**src/rtl/turbo_encoder.sv**
```systemverilog
`default_nettype none
// ============================================================================
//  Module   : turbo_encoder
//  Brief    : Rate-1/3 bit-serial turbo encoder (K=16, two memory-3 RSCs,
//             QPP interleaver) producing the 54-bit decoder codeword.
//  Revision : 1.0
// ============================================================================
module turbo_encoder (
    input  logic        clk_p_i,
    input  logic        reset_p_i,
    input  logic        valid_i,
    output logic        ready_o,
    input  logic [15:0] data_i,
    output logic        valid_o,
    input  logic        ready_i,
    output logic [53:0] data_o
);

    typedef enum logic [1:0] {
        ST_IDLE = 2'd0,
        ST_ENC  = 2'd1,
        ST_TAIL = 2'd2,
        ST_OUT  = 2'd3
    } state_t;

    state_t      r_state;
    state_t      w_next;
    logic [15:0] r_block;
    logic [3:0]  r_cnt;
    logic [2:0]  r_rsc1;    // [0]=s1 (D), [1]=s2 (D^2), [2]=s3 (D^3)
    logic [2:0]  r_rsc2;
    logic [53:0] r_data;

    logic [3:0]  w_pi;
    logic [5:0]  w_idx;
    logic        w_x1;
    logic        w_a1;
    logic        w_z1;
    logic        w_x2;
    logic        w_a2;
    logic        w_z2;

    // QPP interleaver pi(i) = (3i + 4i^2) mod 16
    always_comb begin
        w_pi = 4'd0;
        case (r_cnt)
            4'd0:  w_pi = 4'd0;
            4'd1:  w_pi = 4'd7;
            4'd2:  w_pi = 4'd6;
            4'd3:  w_pi = 4'd13;
            4'd4:  w_pi = 4'd12;
            4'd5:  w_pi = 4'd3;
            4'd6:  w_pi = 4'd2;
            4'd7:  w_pi = 4'd9;
            4'd8:  w_pi = 4'd8;
            4'd9:  w_pi = 4'd15;
            4'd10: w_pi = 4'd14;
            4'd11: w_pi = 4'd5;
            4'd12: w_pi = 4'd4;
            4'd13: w_pi = 4'd11;
            4'd14: w_pi = 4'd10;
            4'd15: w_pi = 4'd1;
            default: w_pi = 4'd0;
        endcase
    end

    // In TAIL the RSC1 input equals the feedback taps, which drives a to 0
    assign w_x1  = (r_state == ST_TAIL) ? (r_rsc1[1] ^ r_rsc1[2]) : r_block[r_cnt];
    assign w_a1  = w_x1 ^ r_rsc1[1] ^ r_rsc1[2];
    assign w_z1  = w_a1 ^ r_rsc1[0] ^ r_rsc1[2];
    assign w_x2  = r_block[w_pi];
    assign w_a2  = w_x2 ^ r_rsc2[1] ^ r_rsc2[2];
    assign w_z2  = w_a2 ^ r_rsc2[0] ^ r_rsc2[2];
    assign w_idx = {2'b00, r_cnt};

    always_ff @(posedge clk_p_i) begin
        if (reset_p_i) begin
            r_state <= ST_IDLE;
        end else begin
            r_state <= w_next;
        end
    end

    always_comb begin
        w_next = r_state;
        case (r_state)
            ST_IDLE: if (valid_i)          w_next = ST_ENC;
            ST_ENC:  if (r_cnt == 4'd15)   w_next = ST_TAIL;
            ST_TAIL: if (r_cnt == 4'd2)    w_next = ST_OUT;
            ST_OUT:  if (ready_i)          w_next = ST_IDLE;
            default:                       w_next = ST_IDLE;
        endcase
    end

    assign ready_o = (r_state == ST_IDLE);
    assign valid_o = (r_state == ST_OUT);
    assign data_o  = r_data;

    always_ff @(posedge clk_p_i) begin
        if (reset_p_i) begin
            r_block <= 16'd0;
            r_cnt   <= 4'd0;
            r_rsc1  <= 3'd0;
            r_rsc2  <= 3'd0;
            r_data  <= 54'd0;
        end else begin
            case (r_state)
                ST_IDLE: begin
                    if (valid_i) begin
                        r_block <= data_i;
                        r_data  <= {38'd0, data_i};
                        r_cnt   <= 4'd0;
                        r_rsc1  <= 3'd0;
                        r_rsc2  <= 3'd0;
                    end
                end
                ST_ENC: begin
                    r_rsc1                 <= {r_rsc1[1:0], w_a1};
                    r_rsc2                 <= {r_rsc2[1:0], w_a2};
                    r_data[6'd16 + w_idx]  <= w_z1;
                    r_data[6'd32 + w_idx]  <= w_z2;
                    r_cnt                  <= r_cnt + 4'd1;
                end
                ST_TAIL: begin
                    r_rsc1                 <= {r_rsc1[1:0], w_a1};
                    r_data[6'd48 + w_idx]  <= w_x1;
                    r_data[6'd51 + w_idx]  <= w_z1;
                    r_cnt                  <= (r_cnt == 4'd2) ? 4'd0 : r_cnt + 4'd1;
                end
                default: begin
                end
            endcase
        end
    end

endmodule
`default_nettype wire

```
**config.mk**
```make
export PLATFORM = sky130hd
export DESIGN_NAME = turbo_encoder
export DESIGN_NICKNAME = d
export VERILOG_FILES = /design/src/rtl/turbo_encoder.sv
export SDC_FILE = /design/constraint.sdc
export NUM_CORES = 1
export LEC_CHECK = 0
export ABC_AREA = 1
export BUFFER_PORTS_ARGS = -buffer_cell sky130_fd_sc_hd__buf_4
export CAP_MARGIN = 20
export CORE_UTILIZATION = 50
export DETAILED_ROUTE_END_ITERATION = 10
export PLACE_DENSITY = 0.71
export SYNTH_ARGS = -nofsm -noshare
export SYNTH_HDL_FRONTEND = slang
export SYNTH_SLANG_ARGS = --single-unit
```
**constraint.sdc**
```tcl
create_clock -name clk_p_i -period 5.2 [get_ports clk_p_i]
set_input_delay 0.26 -clock clk_p_i [delete_from_list [all_inputs] [get_ports clk_p_i]]
set_output_delay 0.26 -clock clk_p_i [all_outputs]
set_load 0.05 [all_outputs]
```
==> reports/qor.csv <==
stage;metric;value;unit
outcome;outcome;completed;
worst_setup_path;crit start category;register;
worst_setup_path;crit-path max FO;31;
grt;gr usage total;0.291;
detailed_routing;Met3 Wirelength;1.06;mm
detailed_routing;Wirelength per Cell;15.8;um
worst_setup_path;worst r2r src;r_state[0];
clock_tree;Skew-Pair Late Insertion Delay;390;ps
detailed_routing;highest metal used;met4;
worst_setup_path;Setup CP Type;reg -> reg;
final_layout;fillcell total;1059;
synthesis;FF+latch count, synth;86;
clock_tree;H-tree levels;3;
synthesis;post-synth top area share;0.307;
clock_tree;clock tree root driver cell;clkbuf_8;
synthesis;Post-Syn Area;5610;sq um
worst_setup_path;CP endpoint kind;register;
grt;antenna violations before repair;0;
place;HPWL Detailed;11.6;mm
floorplanning;I/O pin count;76;
timing;RSZ-0062 raised after global routing;no;
clock_tree;Setup Buffers After CTS;0;
detailed_routing;Avg Vias per Cell;5.55;
floorplanning;core area;10900;sq um
timing;worst-margin pin slew;921;ps
detailed_routing;Via Count;5756;
timing;Slew Viols, Final;0;
worst_setup_path;crit path launch;r_state[0];
synthesis;library cells used by synthesis;42;
detailed_routing;Pre-antenna DRT Iters;5;
clock_tree;clk slew on worst S/H paths;80;ps
final_layout;Area Overhead vs Synth;12.0;%
grt;vias in the first global route;5281;
detailed_routing;# DRC;0;
detailed_routing;metal2 WL;7.58;mm
floorplanning;Starting Density;0.515;
timing;setup TNS;0;ps
clock_tree;TritonCTS Buffers;9;
timing;post-layout min period;3200;ps
timing;Final Hold Fails;0;
timing;headroom to the max-slew limit;0.386;
floorplanning;Chip Height;108;um
floorplanning;die width;108;um
synthesis;Seq/Total Area, Yosys;0.307;
clock_tree;Clock Sink Count;86;
worst_setup_path;Worst Setup EP;data_o[10];
detailed_routing;antenna viol nets, final;0;
synthesis;Synth area leaders;dfxtp_1, nand2_1, a21oi_1;
detailed_routing;routed length on met1;7.41;mm
grt;first-pass GRT wire length;26.2;mm
synthesis;Syn. warnings;0;
worst_setup_path;Critical Path RT;5500;ps
worst_setup_path;Critical Path AT;3500;ps
worst_setup_path;reg-to-reg slack, setup;2000;ps
synthesis;Yosys top cell by area;dfxtp_1;
power;PwrDens;445;nW/um^2
floorplanning;Core Rows;38;
worst_setup_path;worst flop-to-flop path endpoint;data_o[10];
synthesis;Synthesized Nets;883;
grt;largest net degree at the start of global routing;68;
clock_tree;hold buffers post-CTS;0;
worst_setup_path;Reg2Reg Depth;11;
final_layout;commonest non-fill, non-tap cell in the layout;nand2_1;
clock_tree;worst-case clock buffer depth;2;
power;worst vdd ir;0.327;mV
min_path;hold_sp;data_i[13];
detailed_routing;final WL;16.4;mm
place;buffers added on ports;75;
synthesis;syn_area_per_cell;6.60;sq um
detailed_routing;Iter 0 DRT Violations;597;
grt;global route overflow;0;
timing;Fmax;313;MHz
timing;# setup viols final;0;
clock_tree;CTS tree;yes;
min_path;Worst Hold Class;in -> reg;
timing;clock skew;8.96;ps
job;max-cap violations;0;
final_layout;fin nets;926;
final_layout;most frequent cells in the layout;nand2_1, nor2_1, dfxtp_1;
clock_tree;post-CTS sizing;0;
final_layout;layout cells sized above 1;0.198;
synthesis;Synth Instances;850;
floorplanning;die area;11600;sq um
final_layout;diodes inserted;0;
place;routability congestion estimate;0.941;
power;Pleak;2.49;nW
final_layout;post-layout util;0.577;
timing;crit share post-route;0.614;
==> metal layers <==
| metal | GRT usage | up-vias |
|---|---|---|
| met5 | 0 | - |
| met4 | 0.115 | 0 |
| met3 | 0.0406 | 27 |
| met2 | 0.463 | 208 |
| met1 | 0.394 | 2702 |
| li1 | - | 2819 |
==> registers in the layout, indices dropped and copies added (netlist names) <==
signal,flops
data_o,54
r_block,16
r_cnt,4
r_rsc1,3
r_rsc2,3
r_state,2
w_pi,4
==> critical path, stage by stage, from the launching register on <==
cell     delay, ps
dfxtp_1        350
inv_1           90
ha_1           210
inv_2           70
nor2_1         300
nor2_2         160
inv_1          610
buf_4          460
nor2_1         220
a31oi_2        400
nand2_1        100
a21oi_1        150
==> report_power, final <==
part / switching [mW] / total (mW) / leakage, nW / internal [mW]
Combinational: 1.10 / 1.46 / 1.69 / 0.358
Clock: 0.270 / 0.493 / 0.0960 / 0.224
Sequential: 0.0836 / 0.838 / 0.700 / 0.755
==> layout make-up <==
| class | count | area [sq um] | share of cell area |
|---|---|---|---|
| well taps | 140 | 175 | 0.0279 |
| repair buffers | 79 | 593 | 0.0945 |
| inverters | 65 | 264 | 0.0421 |
| flip-flops and latches | 86 | 1720 | 0.274 |
| clock inverters | 7 | 72.6 | 0.0116 |
| multi-input cells | 652 | 3330 | 0.530 |
| clock buffers | 9 | 124 | 0.0197 |
==> cells by family after synthesis <==
kind of cell	Yosys count	share of synthesized area
AO/OA/AOI/OAI	189	0.199
adder cells (fa/ha/maj)	13	0.0290
buffers and inverters	112	0.101
flip-flops	86	0.307
XOR/XNOR	6	0.00937
AND/OR/NAND/NOR	444	0.355
==> stage by stage <==
stage               instance area [sq um]  worst slack (ps)  hold WS [ps]  cells  total power [mW]
global route                         6280              1700           162   1038              2.95
floorplan                            5610              2530           409    850              1.99
detailed placement                   6080              2010           455   1022              2.29
CTS                                  6280              2010           142   1038              2.78
finish                               6280              2000           160   1038              2.79
global placement                     6080              2200           448   1022              2.25
==> worst min path at each step <==
stage	slack (ps)	cells after the start	endpoint
detailed placement	450	2	r_block[7]
global route	160	3	data_o[13]
floorplan	410	2	data_o[10]
CTS	140	3	data_o[13]
global placement	450	2	r_block[7]
finish	160	3	data_o[13]
==> cell usage after synthesis <==
library cell / count
clkbuf_4: 1
nand2_2: 4
nand3_4: 3
nor2_1: 90
o221a_2: 1
nand2_4: 2
o211ai_1: 7
inv_2: 7
buf_2: 5
dlygate4sd3_1: 1
buf_4: 7
nand3_1: 33
nor3_2: 1
o21ai_1: 14
nor3_1: 3
xor2_1: 4
nand2_1: 273
clkbuf_8: 1
o2111ai_1: 1
clkbuf_1: 21
a21oi_2: 28
buf_1: 2
buf_6: 8
o21a_1: 11
nor2_2: 2
a31oi_1: 1
clkinv_4: 1
bufinv_8: 1
ha_1: 13
nand3b_1: 1
buf_8: 1
o21ai_0: 47
clkinv_1: 3
nor2_4: 1
dfxtp_1: 86
clkinv_2: 1
a21oi_1: 78
nand4_1: 1
inv_1: 52
nand3_2: 30
a31oi_2: 1
xnor2_1: 2
Note: power is estimated with default switching activity, not from simulation.
